===== config.mk =====
export PLATFORM = sky130hd
export DESIGN_NAME = sync_fifo_vr
export DESIGN_NICKNAME = d
export VERILOG_FILES = /design/src/rtl/sync_fifo_vr.sv
export SDC_FILE = /design/constraint.sdc
export NUM_CORES = 1
export LEC_CHECK = 0
export CORE_ASPECT_RATIO = 0.6
export CORE_MARGIN = 2
export CORE_UTILIZATION = 45
export CTS_BUF_LIST = sky130_fd_sc_hd__clkbuf_8
export DETAILED_ROUTE_END_ITERATION = 7
export PLACE_DENSITY = 0.65
export SYNTH_ARGS = -nofsm -noshare
export SYNTH_HDL_FRONTEND = slang
export SYNTH_SLANG_ARGS = --single-unit

===== constraint.sdc =====
create_clock -name clk_i -period 5.6 [get_ports clk_i]
set_clock_uncertainty 0.15 [all_clocks]
set_input_delay 1.68 -clock clk_i [delete_from_list [all_inputs] [get_ports clk_i]]
set_output_delay 1.68 -clock clk_i [all_outputs]
set_load 0.01 [all_outputs]

===== src/rtl/sync_fifo_vr.sv =====
// sync_fifo_vr: synchronous FIFO with valid/ready on both ports.
// Storage is a register array. Pointers carry an extra wrap bit, so full and
// empty can be told apart without a separate counter. The level counter is
// kept as its own register so that level_o and the threshold flags come
// straight from state. The read port is first-word fall-through.
module sync_fifo_vr #(
  parameter int DATA_WIDTH    = 8,
  parameter int DEPTH         = 8,
  parameter int AFULL_THRESH  = DEPTH-2,
  parameter int AEMPTY_THRESH = 2
) (
  input  logic                     clk_i,
  input  logic                     rst_ni,
  input  logic                     s_valid_i,
  input  logic [DATA_WIDTH-1:0]    s_data_i,
  output logic                     s_ready_o,
  output logic                     m_valid_o,
  output logic [DATA_WIDTH-1:0]    m_data_o,
  input  logic                     m_ready_i,
  output logic [$clog2(DEPTH):0]   level_o,
  output logic                     afull_o,
  output logic                     aempty_o,
  output logic                     ovf_o,
  output logic                     udf_o,
  input  logic                     clr_err_i
);

  localparam int AW = $clog2(DEPTH);
  localparam int PW = AW + 1;
  localparam logic [PW-1:0] AF_LVL = PW'(AFULL_THRESH);
  localparam logic [PW-1:0] AE_LVL = PW'(AEMPTY_THRESH);

  // Occupancy class, decoded from the pointers rather than held in a register.
  typedef enum logic [1:0] {
    OCC_EMPTY   = 2'd0,
    OCC_PARTIAL = 2'd1,
    OCC_FULL    = 2'd2
  } occ_e;

  logic [DATA_WIDTH-1:0] mem [DEPTH];
  logic [PW-1:0]         wptr, rptr;
  logic [PW-1:0]         level;
  occ_e                  occ;
  logic                  empty, full;
  logic                  push, pop;

  // Pointers equal -> empty; same index with opposite wrap bit -> full.
  always_comb begin
    occ = OCC_PARTIAL;
    if (wptr == rptr)
      occ = OCC_EMPTY;
    else if ((wptr[AW-1:0] == rptr[AW-1:0]) && (wptr[AW] != rptr[AW]))
      occ = OCC_FULL;
  end

  assign empty = (occ == OCC_EMPTY);
  assign full  = (occ == OCC_FULL);

  // Handshakes. s_ready depends only on state, so a pop while full does not
  // open the write port in the same cycle.
  assign s_ready_o = !full;
  assign m_valid_o = !empty;
  assign push      = s_valid_i && s_ready_o;
  assign pop       = m_valid_o && m_ready_i;

  // Storage write; contents are deliberately left unreset.
  always_ff @(posedge clk_i) begin
    if (push) mem[wptr[AW-1:0]] <= s_data_i;
  end

  assign m_data_o = mem[rptr[AW-1:0]];

  // Pointer advance, modulo 2*DEPTH through natural wrap of PW bits.
  always_ff @(posedge clk_i or negedge rst_ni) begin
    if (!rst_ni) begin
      wptr <= '0;
      rptr <= '0;
    end else begin
      if (push) wptr <= wptr + PW'(1);
      if (pop)  rptr <= rptr + PW'(1);
    end
  end

  // Occupancy counter: +1 on lone push, -1 on lone pop.
  always_ff @(posedge clk_i or negedge rst_ni) begin
    if (!rst_ni) begin
      level <= '0;
    end else begin
      unique case ({push, pop})
        2'b10:   level <= level + PW'(1);
        2'b01:   level <= level - PW'(1);
        default: level <= level;
      endcase
    end
  end

  assign level_o  = level;
  assign afull_o  = (level >= AF_LVL);
  assign aempty_o = (level <= AE_LVL);

  // Sticky error flags; a new event outranks a clear in the same cycle.
  always_ff @(posedge clk_i or negedge rst_ni) begin
    if (!rst_ni) begin
      ovf_o <= 1'b0;
      udf_o <= 1'b0;
    end else begin
      if (s_valid_i && full) ovf_o <= 1'b1;
      else if (clr_err_i)    ovf_o <= 1'b0;
      if (m_ready_i && empty) udf_o <= 1'b1;
      else if (clr_err_i)     udf_o <= 1'b0;
    end
  end

  // Counter and pointers must never disagree.
  a_level_ptr : assert property (@(posedge clk_i) disable iff (!rst_ni)
    level == PW'(wptr - rptr));
  a_level_max : assert property (@(posedge clk_i) disable iff (!rst_ni)
    level <= PW'(DEPTH));

endmodule


After elaboration in Yosys (flattened, before gate mapping)
Memory sizes are Yosys's and may differ from the RTL's.
Cells that the tools add are included.

cells by class
  order comparisons = 2
  multiplexer cells = 8
  reductions and logical operators = 11
  add/sub/neg operators = 4
  equal/unequal tests = 6

operators by type and width
  kind                 number
  $add 4x1->4 const B  3
  $pmux 4 s2           1
  $reduce_bool 2->1    3
  $logic_and 1x1->1    5
  $mux 1               5
  $eq 2x2->1 const B   2
  $eq 4x4->1           1
  $ge 4x3->1 const B   1
  $le 4x2->1 const B   1
  $mux 2               2
  $sub 4x1->4 const B  1
  $eq 3x3->1           1
  $eq 2x1->1 const B   1
  $logic_not 1->1      2
  $logic_not 2->1      1
  $ne 1x1->1           1

storage, ports and cells
  input port bits = 13
  word-level logic and storage cells = 37
  output and inout port bits = 18
  register bits after elaboration = 14
  memories kept = 1
  bits in writable memories = 64

memories
  name  depth  width  read ports  clocked after memory_dff  wr ports  RTL line  source
  mem   8      8      1           0                         1         40        logic [DATA_WIDTH-1:0] mem [DEPTH];

Longest topological paths before layout
Gate-level depths: netlist of run 1.

  depth in word-level cells = 9
  depth in mapped cells = 12
  depth with buffers taken out = 11

Least setup slack after synthesis of run 1
No wires, ideal clock.

  path kind = reg2out
  start = register rptr[0]
  end = output port m_data_o[0]
  data required time = 3.770 ns
  cell stages (with the launch flop) = 5
  path buffers = 2
  path slack = 2.371 ns
  data arrival time = 1.399 ns
  cell sequence = dfrtp_1 buf_6 buf_12 mux4_2 mux2_4

on the way
  longest elaborated chain between the ends = 1

ends and longest elaborated chain
  element                 RTL line  source
  start, declared         41        logic [PW-1:0] wptr, rptr;
  start signal, assigned  80        if (pop) rptr <= rptr + PW'(1);
  $mem_v2 8x8             -
  end, declared           18        output logic [DATA_WIDTH-1:0] m_data_o,

No other way between the ends.

Worst setup path in the final report of run 1
  start = register rptr[0]
  end = output port m_data_o[5]

Same word-level chain as after synthesis.

==> results of run 1 <==
[sequential cells by signal (all words and copies together) (netlist names)]
signal,cells
mem,64
level_o,4
wptr,4
udf_o,1
rptr,4
ovf_o,1
[cell families (layout without fill, tap and decap cells)]
| logic type | after synthesis | in the layout | synth area share (%) |
|---|---|---|---|
| adders and majority gates | 5 | 5 | 1.88 |
| DFF | 78 | 78 | 68.4 |
| muxes | 27 | 27 | 16.4 |
| AOI/OAI and AO/OA | 10 | 10 | 2.15 |
| and+or+nand+nor | 30 | 30 | 5.20 |
| buffers and inverters | 14 | 53 | 2.56 |
| xor gates and xnor gates | 13 | 13 | 3.43 |
[routing by layer]
| layer | share of wire (%) | global-route usage (%) |
|---|---|---|
| met1 | 48 | 23.3 |
| met2 | 47 | 24.2 |
| met3 | 4.4 | 5.91 |
| met4 | 0.35 | 4.42 |
| met5 | 0 | 0 |
[cell usage after synthesis]
master,instances
buf_12,1
buf_2,4
o22a_1,1
ha_1,5
nor2_1,9
a21o_1,1
o21ai_0,1
nor3_1,4
xor2_1,4
buf_6,1
nand3_1,3
mux4_2,8
buf_4,1
edfxtp_1,64
dfrtp_1,14
mux4_1,8
inv_1,6
nand3b_1,2
nand4b_2,1
nand2_1,1
nand4b_1,1
and3_1,1
nand4_1,3
nand2_2,2
nand2b_1,2
a21oi_1,2
o22ai_1,2
nand4bb_1,1
mux2_2,3
a221o_1,2
xnor2_1,9
clkbuf_1,1
a211oi_1,1
mux2_4,8
[cell type report]
type / count / area, µm² / share of cell area, %
clock buffer: 9 / 124 / 3.18
multi-input combinational: 85 / 975 / 25.0
tap: 91 / 114 / 2.92
timing repair buffer: 31 / 308 / 7.90
clock inverter: 7 / 80.1 / 2.06
inverter: 6 / 22.5 / 0.578
sequential: 78 / 2270 / 58.3
[final timing paths]
check                            from     endpoint  slack, ns  cells after the start
hold reg to reg            level_o[3]   level_o[3]       0.39                      1
min in group asynchronous      rst_ni   level_o[3]       1.57                      1
setup reg to reg              rptr[1]   level_o[2]       2.47                     11
setup / recovery              rptr[0]  m_data_o[5]       0.94                      4
max in group asynchronous      rst_ni   level_o[2]       3.31                      1
hold / removal             level_o[3]   level_o[3]       0.39                      1
[placed cells by master (no fill, tap or decap), drive strengths merged, types with 3 or more instances in the layout]
cell type,Yosys,routed
xnor2,9,9
nand4,3,3
edfxtp,64,64
nand2,3,3
inv,6,7
clkdlybuf4s50,0,30
xor2,4,4
mux4,16,16
ha,5,5
clkbuf,1,9
mux2,11,11
nand3,3,3
clkinv,0,4
nor2,9,9
nor3,4,4
dfrtp,14,14
[metrics by stage]
stage | setup slack, ns | total power [mW] | hold slack (ns) | util (%)
finish | 0.941 | 2.13 | 0.391 | 54.0
CTS | 0.907 | 2.15 | 0.394 | 54.0
floorplan | 2.37 | 1.43 | 0.387 | -
global placement | 1.34 | 1.68 | 0.347 | 51.2
detailed placement | 1.31 | 1.71 | 0.380 | 51.2
global route | 0.804 | 2.25 | 0.415 | 54.0
[power groups by stage]
stage	sequential, mW	clock, mW	combinational, mW
after floorplan	0.827	0	0.605
after global placement	0.916	0	0.764
after detailed placement	0.928	0	0.787
after CTS	0.916	0.443	0.793
after global routing	0.936	0.467	0.848
final	0.915	0.435	0.782
==> results.toml, run 1 <==
[outcome]
status = "completed"

[finish]
fin_cells = 307
antenna_cells = 0
drive_above_1_share_pct = 17.1
final_cell_area_um2 = 3890
syn2layout_area_growth_pct = 17.3
nets = 229
num-fill-cells = 576

[worst_setup_path]
slowest_delay_ns = 0.81
crit_chain = "buf_4 -> mux4_1 -> mux2_4 -> clkdlybuf4s50_1"
cp_data_required_time_ns = 3.77
path_class = "reg2out"
critical-path-top-delay-family = "multiplexers"
path_buf_inv = 2
endpoint_kind = "output pin"
cpMaxStageDelayCell = "dfrtp_1"
startpoint_type = "register"
worstPathMaxFanout = 13
cp.arrival_ns = 2.83

[global_routing]
grt_usage_pct = 16.3
grt_pass1_wl_um = 9480
grt_overflow = 0
grt_max_degree = 21
grt_pass1_vias = 1712
antenna_found_initial = 0

[clock_network]
ctsHoldBuffers = 0
ctsResizeCount = 0
numCtsBuffers = 9
path_clk_slew_ns = 0.08
cts_max_level = 3
cts-root-buf = "clkbuf_8"
cts_max_path_buffers = 2
clock-sinks = 78
clock_latency_ns = 0.35
cts_setup_buffers = 0
cts_tree = "built"

[die]
dieArea_um2 = 8110
die_width_um = 115
die_h_um = 70.6
io_pins = 31
initial_utilization_pct = 46.1
rows = 24
core_um2 = 7210

[sta]
slew-limit-headroom_pct = 33.9
finalMaxSlewViolations = 0
worst_pin_slew_ns = 0.988
rsz0062_at_grt = "false"
tns_ns = 0
fin_crit_ns = 4.66
hold_violations = 0
fin_crit_sh_pct = 83.2
max_freq_mhz = 215
setup_viol = 0

[placement]
portBuffers = 30
hpwl_um = 3890
gp_congestion = 0.748
placed_area_um2 = 3690
dpl.cell_count = 291

[pwr]
peakVddDrop_uv = 182
switching_share_pct = 31.0
p_per_area_nw_per_um2 = 547
combPwrFrac_pct = 36.7
pwr-share-seq_pct = 42.9
p_leak_nw = 1.38
clock_power_share_pct = 20.4
p_int_mw = 1.47
p_sw_mw = 0.661

[yosys]
avgSynthCellArea_um2 = 18.8
yosys_warnings = 0
synth_seq_area_share_pct = 68.4
syn_nets = 195
synthesis.instances = 177
synth_area_leaders = "edfxtp_1 58%, dfrtp_1 11%, mux4_1 6.3%, mux4_2 5.4%, mux2_4 3.6%"
synth_area_um2 = 3320
synth_top_area_share_pct = 57.9
synth-seq-cells = 78
synth_top_area_cell = "edfxtp_1"
netlist-cell-type-count = 34

[detailed_routing]
wl_per_cell_um = 19.3
first_pass_iters = 4
drtIter0Drc = 79
wirelength_um = 5940
ant_nets = 0
drc = 0
vias = 1655
viasPerCell = 5.39

[hold_path]
hp-class = "reg2reg"

[job]
cap_violations = 0
Note: power is estimated with default switching activity, not from simulation.
==> run 2, diff against run 1 <==
==> constraint.sdc (replaced) <==
create_clock -name clk_i -period 4.8 [get_ports clk_i]
set_clock_uncertainty 0.15 [all_clocks]
set_input_delay 1.44 -clock clk_i [delete_from_list [all_inputs] [get_ports clk_i]]
set_output_delay 1.44 -clock clk_i [all_outputs]
set_load 0.01 [all_outputs]
==> run 2 against run 1 <==
Effect of this change:
- non-clock buffer count rose by 4
- combinational power increased by 24%
- core utilization is 0.42 points higher
- highest routed layer unchanged
- critical path depth stayed put
- critical endpoint is now m_data_o[0]
- setup slack got worse by 0.37 ns
==> results.toml, run 2 (synthesized netlist as in run 1, its figures left out) <==
[detailed_routing]
viasPerCell = 5.45
vias = 1695
wl_per_cell_um = 20.2
drtIter0Drc = 142
first_pass_iters = 4
wirelength_um = 6290
drc = 0
ant_nets = 0

[clock_network]
cts-root-buf = "clkbuf_8"
clock-sinks = 78
path_clk_slew_ns = 0.08
numCtsBuffers = 9
cts_tree = "built"
cts_setup_buffers = 0
ctsHoldBuffers = 0
clock_latency_ns = 0.36
cts_max_path_buffers = 2
ctsResizeCount = 0
cts_max_level = 3

[finish]
post-route-util_pct = 54.5
nets = 233
final_cell_mix = "64 x edfxtp_1, 30 x clkdlybuf4s50_1, 14 x dfrtp_1"
largest_register_ffs = 64
syn2layout_area_growth_pct = 18.2
antenna_cells = 0
mostFrequentLayoutCell = "edfxtp_1"
drive_above_1_share_pct = 18.6

[die]
rows = 24
dieArea_um2 = 8110
io_pins = 31
die_h_um = 70.6
core_um2 = 7210
initial_utilization_pct = 46.1
die_width_um = 115

[placement]
hpwl_um = 4250
gp_congestion = 0.675
portBuffers = 30
post-place-ws_ns = 0.897

[outcome]
status = "completed"

[worst_setup_path]
worstPathMaxFanout = 9
endpoint_kind = "output pin"
startpoint_type = "register"
path_class = "reg2out"
cp-endpoint = "m_data_o[0]"
r2r-start = "rptr[1]"
r2r_end = "level_o[2]"
crit_start = "rptr[0]"
reg2reg_depth = 11
cpMaxStageDelayCell = "dfrtp_1"
cp.arrival_ns = 2.64
cp_data_required_time_ns = 3.21
slowest_delay_ns = 0.65
r2r_slack_ns = 1.69
crit_chain = "buf_4 -> mux4_1 -> mux2_4 -> clkdlybuf4s50_1"

[pwr]
power_mw = 2.53
p_leak_nw = 1.40
peakVddDrop_uv = 262
p_per_area_nw_per_um2 = 644

[global_routing]
grt_overflow = 0
grt_usage_pct = 17.5
grt_max_degree = 21
grt_pass1_vias = 1745
grt_pass1_wl_um = 9860
antenna_found_initial = 0

[sta]
hold_ws_ns = 0.391
rsz0062_at_grt = "false"
worst_pin_slew_ns = 0.982
fin_crit_ns = 4.23
hold_violations = 0
max_freq_mhz = 236
fin_crit_sh_pct = 88.1
setup_viol = 0
finalMaxSlewViolations = 0
slew-limit-headroom_pct = 34.3
fin_ws_ns = 0.570
tns_ns = 0

[hold_path]
hp-class = "reg2reg"

[job]
cap_violations = 0
## run 2: layout make-up
class,count,area [µm²]
clock buffers,9,124
clock inverters,7,90.1
fillers,562,3280
inverters,6,22.5
multi-input cells,85,965
flip-flops and latches,78,2270
well taps,91,114
repair buffers,35,338
## run 2: worst max-delay path, delay by kind of cell, from the launching register on
kind                   cells  cell delay [ns]
DFF                        1             0.65
muxes                      2             0.86
buffers and inverters      2             0.77
## run 2: stage by stage
| stage | instance area, µm² | instances |
|---|---|---|
| 2_1_floorplan | 3320 | 177 |
| 3_3_place_gp | 3710 | 295 |
| 3_5_place_dp | 3710 | 295 |
| 4_1_cts | 3930 | 311 |
| 5_1_grt | 3930 | 311 |
| 6_report | 3930 | 311 |
## run 2: layer usage
layer | vias up | GRT usage [%] | wire, µm
li1 | 780 | - | -
met1 | 867 | 23.9 | 2910
met2 | 42 | 26.1 | 3040
met3 | 6 | 6.86 | 271
met4 | 0 | 5.62 | 68
met5 | - | 0 | 0
## run 2: worst min-delay path by stage
stage	start	endpoint	slack, ns	cells after the start
6_report	ovf_o	ovf_o	0.39	2
5_1_grt	ovf_o	ovf_o	0.41	2
4_1_cts	udf_o	udf_o	0.40	2
3_5_place_dp	level_o[3]	level_o[3]	0.38	1
3_3_place_gp	level_o[3]	level_o[3]	0.35	1
2_1_floorplan	wptr[0]	wptr[0]	0.39	1
## run 2: power by group
group	switching [mW]	internal (mW)	leakage, nW
Clock	0.229	0.290	0.112
Sequential	0.159	0.883	0.750
Combinational	0.407	0.562	0.536
